<file path="src/rtl/mem_req_sequencer.sv">
// Serialises host read/write requests into one-cycle memory command strobes and returns read results.
// Optional MEM_SEQ_WR_ACK_EN: writes also produce a response carrying the written data.
module mem_req_sequencer #(
    parameter int Depth      = 4,
    parameter int Data_width = 32
) (
    input  logic                  clk,
    input  logic                  rst,
    input  logic                  req_valid,
    output logic                  req_ready,
    input  logic                  req_write,
    input  logic [Depth-1:0]      req_addr,
    input  logic [Data_width-1:0] req_data,
    output logic                  rsp_valid,
    input  logic                  rsp_ready,
    output logic                  rsp_ok,
    output logic [Data_width-1:0] rsp_data,
    output logic [Depth-1:0]      rsp_addr,
    output logic                  mem_en,
    output logic                  mem_wr_en,
    output logic                  mem_rd_en,
    output logic [Depth-1:0]      mem_add,
    output logic [Data_width-1:0] mem_data_in,
    input  logic                  mem_valid_out,
    input  logic [Data_width-1:0] mem_data_out,
    output logic [7:0]            err_cnt
);

    // Handshakes: a transfer happens on a rising edge where valid and ready are both 1;
    // valid never waits on ready, and a held response keeps its fields stable.
    typedef enum logic [1:0] {IDLE, ISSUE, WAIT_RD, RESP} state_t;

    state_t                state;
    state_t                state_nxt;
    logic                  wr_q;
    logic [Depth-1:0]      addr_q;
    logic [Data_width-1:0] data_q;

    always_ff @(posedge clk or negedge rst) begin
        if (!rst) begin
            state <= IDLE;
        end else begin
            state <= state_nxt;
        end
    end

    always_comb begin
        state_nxt = state;
        req_ready = 1'b0;
        rsp_valid = 1'b0;
        mem_en    = 1'b0;
        mem_wr_en = 1'b0;
        mem_rd_en = 1'b0;
        case (state)
            IDLE: begin
                req_ready = 1'b1;
                if (req_valid) state_nxt = ISSUE;
            end
            ISSUE: begin
                // The memory's command bits are inverted: wr_en=0/rd_en=1 means write.
                mem_en    = 1'b1;
                mem_wr_en = !wr_q;
                mem_rd_en = wr_q;
                if (wr_q) begin
`ifdef MEM_SEQ_WR_ACK_EN
                    state_nxt = RESP;
`else
                    state_nxt = IDLE;
`endif
                end else begin
                    state_nxt = WAIT_RD;
                end
            end
            WAIT_RD: state_nxt = RESP;
            RESP: begin
                rsp_valid = 1'b1;
                if (rsp_ready) state_nxt = IDLE;
            end
            default: state_nxt = IDLE;
        endcase
    end

    always_ff @(posedge clk or negedge rst) begin
        if (!rst) begin
            wr_q     <= 1'b0;
            addr_q   <= '0;
            data_q   <= '0;
            rsp_ok   <= 1'b0;
            rsp_data <= '0;
            rsp_addr <= '0;
            err_cnt  <= 8'd0;
        end else begin
            if (state == IDLE && req_valid) begin
                wr_q   <= req_write;
                addr_q <= req_addr;
                data_q <= req_data;
            end
            if (state == WAIT_RD) begin
                rsp_ok   <= mem_valid_out;
                rsp_data <= mem_data_out;
                rsp_addr <= addr_q;
                if (!mem_valid_out && err_cnt != 8'hFF) err_cnt <= err_cnt + 8'd1;
            end
`ifdef MEM_SEQ_WR_ACK_EN
            if (state == ISSUE && wr_q) begin
                rsp_ok   <= 1'b1;
                rsp_data <= data_q;
                rsp_addr <= addr_q;
            end
`endif
        end
    end

    assign mem_add     = addr_q;
    assign mem_data_in = data_q;

endmodule

</file>
<file path="config.mk">
export PLATFORM = sky130hd
export DESIGN_NAME = mem_req_sequencer
export DESIGN_NICKNAME = d
export VERILOG_FILES = /design/src/rtl/mem_req_sequencer.sv
export SDC_FILE = /design/constraint.sdc
export NUM_CORES = 1
export LEC_CHECK = 0
export CORE_MARGIN = 8
export CORE_UTILIZATION = 44
export CTS_CLUSTER_SIZE = 20
export DETAILED_ROUTE_END_ITERATION = 10
export PLACE_DENSITY = 0.91
export SLEW_MARGIN = 20
export SYNTH_ARGS = -nofsm -noshare
export SYNTH_HDL_FRONTEND = slang
export SYNTH_SLANG_ARGS = --single-unit
</file>
<file path="constraint.sdc">
create_clock -name clk -period 2.4 [get_ports clk]
set_input_delay 0.6 -clock clk [delete_from_list [all_inputs] [get_ports clk]]
set_output_delay 0.6 -clock clk [all_outputs]
set_load 0.005 [all_outputs]
</file>
Word level (Yosys, flattened, before mapping)
Cells that the tools add are included.
Storage, ports and cells
  register bits: 84
  input bits: 74
  output and inout port bits: 86
  logic and storage cells: 31
Operators by class
  add/sub/neg operators: 1
  equality and inequality tests: 6
  multiplexer cells: 9
  reduce and logical (&&, ||, !) cells: 7
Operators with widths (count)
  $add 8x1->8 const B: 1
  $ne 8x8->1 const B: 1
  $pmux 2 s4: 1
  $mux 2: 3
  $mux 1: 5
  $eq 2x2->1 const B: 2
  $ne 2x2->1 const B: 2
  $reduce_and 2->1: 2
  $eq 2x1->1 const B: 1
  $logic_and 1x1->1: 2
  $logic_not 1->1: 2
  $logic_not 2->1: 1

Logic depth before layout (Yosys ltp)
Gate-level depths: netlist of run 1.
  word-level depth: 3
  mapped depth: 5
  gate-level depth less buffers: 5

Worst setup path before layout of run 1
OpenSTA, ideal clock, no wires.
  path type: input to register
  start point: input req_valid
  end point: register addr_q[0] (netlist: mem_add[0])
  library setup time: 0.125 ns
  data arrival time: 1.314 ns
  setup slack: 0.961 ns
  stages on the path: 4
  path through: and2_1 buf_6 buf_6 mux2_4
On the way
  cells in the longest elaborated chain, start to end: 1
RTL lines
  start, declared: line 9  | input logic req_valid,
  $logic_and 1x1->1: line 93  | if (state == IDLE && req_valid) begin
  end signal, assigned: line 95  | addr_q <= req_addr;
  end, declared: line 36  | logic [Depth-1:0] addr_q;
No other way between the ends.
A chain may end at the register's enable or synchronous reset.

==> impl_metrics.csv, run 1 <==
group,metric,value,unit
status,status,"finished clean",
cts,cts_tree,"done",
setup_path,required,1800,ps
finish,area_growth_syn_to_layout,56.4,%
pwr,intPower,4.61,mW
yosys,ys_top_cells_by_area,"dfrtp_1, mux2_4, nand2_1",
sta,slew_violations,0,
yosys,synth_commonest_cells,"nand2_1, dfrtp_1, mux2_4",
yosys,synth_seq_cells,84,
drt,firstDrtPassIters,4,
yosys,post-synth-top-count-cell,"nand2_1",
setup_path,cp.arrival,1680,ps
cts,path_clk_slew,90,ps
drt,wirelength,9330,µm
finish,drive_gt1_share,15.0,%
sta,hold_violations,0,
run,maxCapViolCount,0,
yosys,synth_cell_types,25,
pwr,swShare,31.6,%
sta,rsz0062_at_grt,"no",
yosys,ys_warn_count,0,
sta,slew_headroom,62.7,%
worst_hold_path,min_path_type,"input port to asynchronous set/reset pin",
grt,grt_pass1_wl,15400,µm
setup_path,worst_setup_path_start_kind,"register",
cts,clockBufferDepth,2,
yosys,synth_top_area_cell,"dfrtp_1",
die,die_area,10800,µm²
placement,place.gp.congestion,0.781,
yosys,synthesis.nets,360,
pwr,p_per_area,1270,nW/µm²
sta,fin_worst_skew,12.1,ps
yosys,async_flop_share,100,%
finish,post-route-cell-area,5310,µm²
grt,antenna_found_initial,0,
drt,vias_per_cell,4.72,
cts,htree_levels,3,
drt,drt_first_iter_violations,78,
die,core_area,7610,µm²
drt,avgRoutedWirePerCell,16.8,µm
finish,diodes,0,
grt,grt_pass1_vias,2898,
sta,worstMarginPinSlew,560,ps
pwr,clockPowerShare,14.9,%
sta,final.setup.tns,0,ps
die,start_util,44.6,%
pwr,p_leak,2.42,nW
setup_path,critPathMaxFanout,8,
grt,grt_max_degree,44,
sta,post-route-min-period,2280,ps
finish,post-route-util,69.8,%
die,fp-row-count,32,
yosys,syn_inst,285,
yosys,syn-cell-area,3390,µm²
cts,insertion_delay,340,ps
finish,fill_cells,544,
placement,io_buffers,159,
cts,post-cts-setup-buffer-count,0,
setup_path,worstSetupPathType,"register to primary output",
sta,setup_viol_count_final,0,
yosys,synth_ff_type,"dfrtp_1",
cts,cts-root-buf,"clkbuf_8",
cts,cts_buffers,9,
drt,route.detailed.drc,0,
pwr,pwr-share-seq,37.8,%
setup_path,worstSetupEndpointType,"primary output",
pwr,comb_power_share,47.3,%
sta,max_freq,438,MHz
finish,layout.nets,523,
yosys,synth_edf_count,0,
placement,dpl_cell_area,5100,µm²
die,die_w,104,µm
pwr,power,6.74,mW
sta,finalCritPeriodShare,95.1,%
yosys,seq_area_frac_synth,61.9,%
grt,grt_usage,17.8,%
cts,cts_sinks,84,
placement,hpwl,7000,µm
drt,vias,2621,
drt,ant_nets,0,
pwr,ir_worst_vdd,0.898,mV
grt,overflow,0,
yosys,synthDominantCellAreaShare,61.9,%
die,die_h,104,µm
pwr,switchingPower,2.13,mW
yosys,syn_area_per_cell,11.9,µm²
die,ios,160,
-- power by group through the flow --
stage               Sequential (mW)  Clock [mW]  Combinational [mW]
floorplan                      2.57           0                1.30
global placement               2.54           0                3.09
detailed placement             2.56           0                3.22
CTS                            2.55        1.04                3.24
global route                   2.64        1.09                3.46
finish                         2.55        1.01                3.19
-- per-layer routing --
layer  track usage (%)  vias to the layer above  share of wire, %
li1                  -                     1232                 -
met1              19.6                     1274                40
met2              30.2                      101                50
met3              6.88                       14               8.7
met4              6.72                        0               1.7
met5                 0                        -                 0
-- cell usage in the layout, fill, tap and decap left out, types with 2 or more instances in the layout --
master / count
and2_1: 2
nand4_1: 3
dfrtp_1: 83
buf_4: 3
xor2_1: 2
xnor2_1: 2
mux2_4: 30
nor2b_1: 2
inv_1: 2
clkinvlp_4: 3
nor2b_2: 2
clkbuf_8: 9
nor2_1: 4
a21oi_1: 2
nor3_1: 2
inv_6: 2
mux2_2: 9
nand2_1: 116
buf_12: 3
clkdlybuf4s50_1: 158
-- registers in the layout, indices dropped and copies added, names as in the netlist, named ones only --
signal,count
err_cnt,8
mem_add,4
mem_data_in,32
rsp_addr,4
rsp_data,32
rsp_ok,1
state,1
wr_q,1
-- stage by stage --
stage / std cells / setup slack, ps / hold slack (ps)
6_report: 555 / 118 / 238
4_1_cts: 555 / 34.2 / 236
3_3_place_gp: 539 / 366 / 457
5_1_grt: 555 / 17.4 / 263
2_1_floorplan: 285 / 961 / 304
3_5_place_dp: 539 / 314 / 461
-- worst max-delay path: stages (launching register included) --
cell             delay [ps]
dfrtp_1                 470
nor2b_2                 170
nor2b_1                 180
clkdlybuf4s50_1         520
-- worst paths after layout --
path | startpoint | endpoint | slack (ps) | cells after the start
hold / removal | rst | err_cnt[5] | 240 | 1
hold reg to reg | rsp_data[29] | rsp_data[29] | 480 | 2
max in group asynchronous | rst | state[0] | 1510 | 2
setup / recovery | register | mem_wr_en | 120 | 3
min in group clk | rsp_data[29] | rsp_data[29] | 480 | 2
setup reg to reg | register | mem_add[2] | 800 | 4
-- kinds of logic after synthesis --
| kind of cell | count (synthesis) | synth area share (%) |
|---|---|---|
| AOI/OAI and AO/OA | 5 | 0.959 |
| and+or+nand+nor | 137 | 16.4 |
| xor gates and xnor gates | 4 | 1.03 |
| buffers and inverters | 14 | 2.73 |
| adders and majority gates | 1 | 0.369 |
| DFF | 84 | 61.9 |
| muxes | 40 | 16.6 |
-- what timing repair did --
| action | 4_1_cts | 5_1_grt |
|---|---|---|
| hold buffers | 0 | 0 |
| resized for setup | 0 | 2 |
| setup endpoints to repair | 0 | 1 |
-- area by class of cell --
type	instances	area (µm²)	area share, %
sequential	84	2100	39.6
timing repair buffer	164	1660	31.4
multi-input combinational	187	1210	22.7
tap	102	128	2.40
clock buffer	9	124	2.33
clock inverter	7	75.1	1.41
inverter	2	7.51	0.141
Note: power is estimated with default switching activity, not from simulation.
==> run 2, diff against run 1 <==
--- a/config.mk
+++ b/config.mk
@@ -10,6 +10,7 @@
 export CTS_CLUSTER_SIZE = 20
 export DETAILED_ROUTE_END_ITERATION = 10
 export PLACE_DENSITY = 0.91
+export SETUP_SLACK_MARGIN = 0.2
 export SLEW_MARGIN = 20
 export SYNTH_ARGS = -nofsm -noshare
 export SYNTH_HDL_FRONTEND = slang
==> impl_metrics.csv, run 2 (synthesized netlist as in run 1, its figures left out) <==
group,metric,value,unit
finish,post-route-util,70.2,%
placement,place.gp.congestion,0.781,
finish,mostFrequentLayoutCell,"clkdlybuf4s50_1",
finish,most-common-layout-cells,"clkdlybuf4s50_1, nand2_1, dfrtp_1, mux2_4",
drt,vias_per_cell,4.73,
placement,dpl.cell_count,539,
sta,final.setup.tns,0,ps
setup_path,required,1800,ps
sta,fin_worst_skew,12.0,ps
die,start_util,44.6,%
pwr,comb_power_share,47.8,%
drt,wirelength,9390,µm
die,die_h,104,µm
setup_path,worst_setup_path_start_kind,"register",
sta,worstMarginPinSlew,556,ps
run,maxCapViolCount,0,
drt,drt_first_iter_violations,72,
pwr,clockPowerShare,14.8,%
pwr,pwr-share-seq,37.3,%
drt,ant_nets,0,
grt,grt_usage,17.9,%
worst_hold_path,min_path_type,"input port to asynchronous set/reset pin",
status,status,"finished clean",
grt,overflow,0,
pwr,ir_worst_vdd,0.835,mV
pwr,swShare,31.6,%
drt,firstDrtPassIters,4,
finish,post-route-cell-area,5340,µm²
pwr,p_leak,2.47,nW
cts,insertion_delay,340,ps
sta,max_freq,459,MHz
pwr,switchingPower,2.15,mW
cts,cts_tree,"done",
setup_path,worstSetupPathType,"register to primary output",
drt,vias,2635,
finish,area_growth_syn_to_layout,57.4,%
finish,layout.cells.non_filler,557,
die,fp-row-count,32,
grt,grt_pass1_vias,2929,
die,die_w,104,µm
cts,hold_buffers,0,
die,die_area,10800,µm²
finish,layout.nets,525,
sta,setup_viol_count_final,0,
drt,route.detailed.drc,0,
pwr,intPower,4.65,mW
die,ios,160,
sta,post-route-min-period,2180,ps
cts,htree_levels,3,
sta,slew_headroom,63.0,%
sta,timing.hold.ws,231,ps
drt,avgRoutedWirePerCell,16.9,µm
cts,cts_sinks,84,
sta,finalCritPeriodShare,90.9,%
grt,grt_max_degree,44,
setup_path,worstSetupEndpointType,"primary output",
sta,slew_violations,0,
setup_path,cp.arrival,1580,ps
placement,hpwl,7000,µm
cts,path_clk_slew,90,ps
placement,dpl_cell_area,5100,µm²
grt,antenna_found_initial,0,
setup_path,critPathMaxFanout,3,
grt,grt_pass1_wl,15600,µm
pwr,p_per_area,1270,nW/µm²
sta,hold_violations,0,
sta,rsz0062_at_grt,"yes",
cts,clockBufferDepth,2,
cts,cts_buffers,9,
finish,diodes,0,
die,core_area,7610,µm²
placement,io_buffers,159,
finish,drive_gt1_share,15.8,%
cts,cts-root-buf,"clkbuf_8",
==> run 2: power groups by stage <==
| stage | logic (mW) | registers, mW | clock network (mW) |
|---|---|---|---|
| after floorplan | 1.30 | 2.57 | 0 |
| after global placement | 3.09 | 2.54 | 0 |
| after detailed placement | 3.22 | 2.56 | 0 |
| after CTS | 3.29 | 2.53 | 1.04 |
| after global routing | 3.53 | 2.63 | 1.09 |
| final | 3.25 | 2.54 | 1.01 |
==> run 2: final cells by class <==
type,instances,area [µm²]
inverters,2,7.51
well taps,102,128
multi-input cells,187,1220
flip-flops and latches,84,2100
clock buffers,9,124
fillers,535,2270
repair buffers,166,1680
clock inverters,7,75.1
==> run 2: per-layer routing <==
metal,part of all wire (%),track usage [%],vias to the layer above
met5,0,0,-
met4,1.7,6.72,0
met3,8.7,6.88,14
met2,51,30.7,106
met1,39,19.7,1277
li1,-,-,1238
==> run 2: through the flow <==
| stage | worst slack, ps | power [mW] |
|---|---|---|
| final | 219 | 6.79 |
| after floorplan | 961 | 3.86 |
| after global routing | 167 | 7.25 |
| after detailed placement | 314 | 5.78 |
| after CTS | 207 | 6.87 |
| after global placement | 366 | 5.63 |
==> run 2: path summary, 6_finish.rpt <==
| check | start | to | slack, ps | cells after the start |
|---|---|---|---|---|
| hold reg to reg | rsp_data[29] | rsp_data[29] | 480 | 2 |
| hold / removal | rst | err_cnt[6] | 230 | 1 |
| setup reg to reg | register | mem_add[2] | 700 | 5 |
| setup / recovery | register | mem_wr_en | 220 | 3 |
| min in group clk | rsp_data[29] | rsp_data[29] | 480 | 2 |
| max in group asynchronous | rst | asynchronous set/reset pin | 1510 | 2 |
==> run 2: critical path, stage by stage (launching register included) <==
cell and delay [ps]:
dfrtp_2 440, nor2b_4 130, nor2b_4 160, clkdlybuf4s50_1 510
==> run 2: timing repair <==
item	CTS	global route
setup endpoints to repair	2	3
pin swaps	0	0
buffers inserted	2	0
resized for setup	4	4
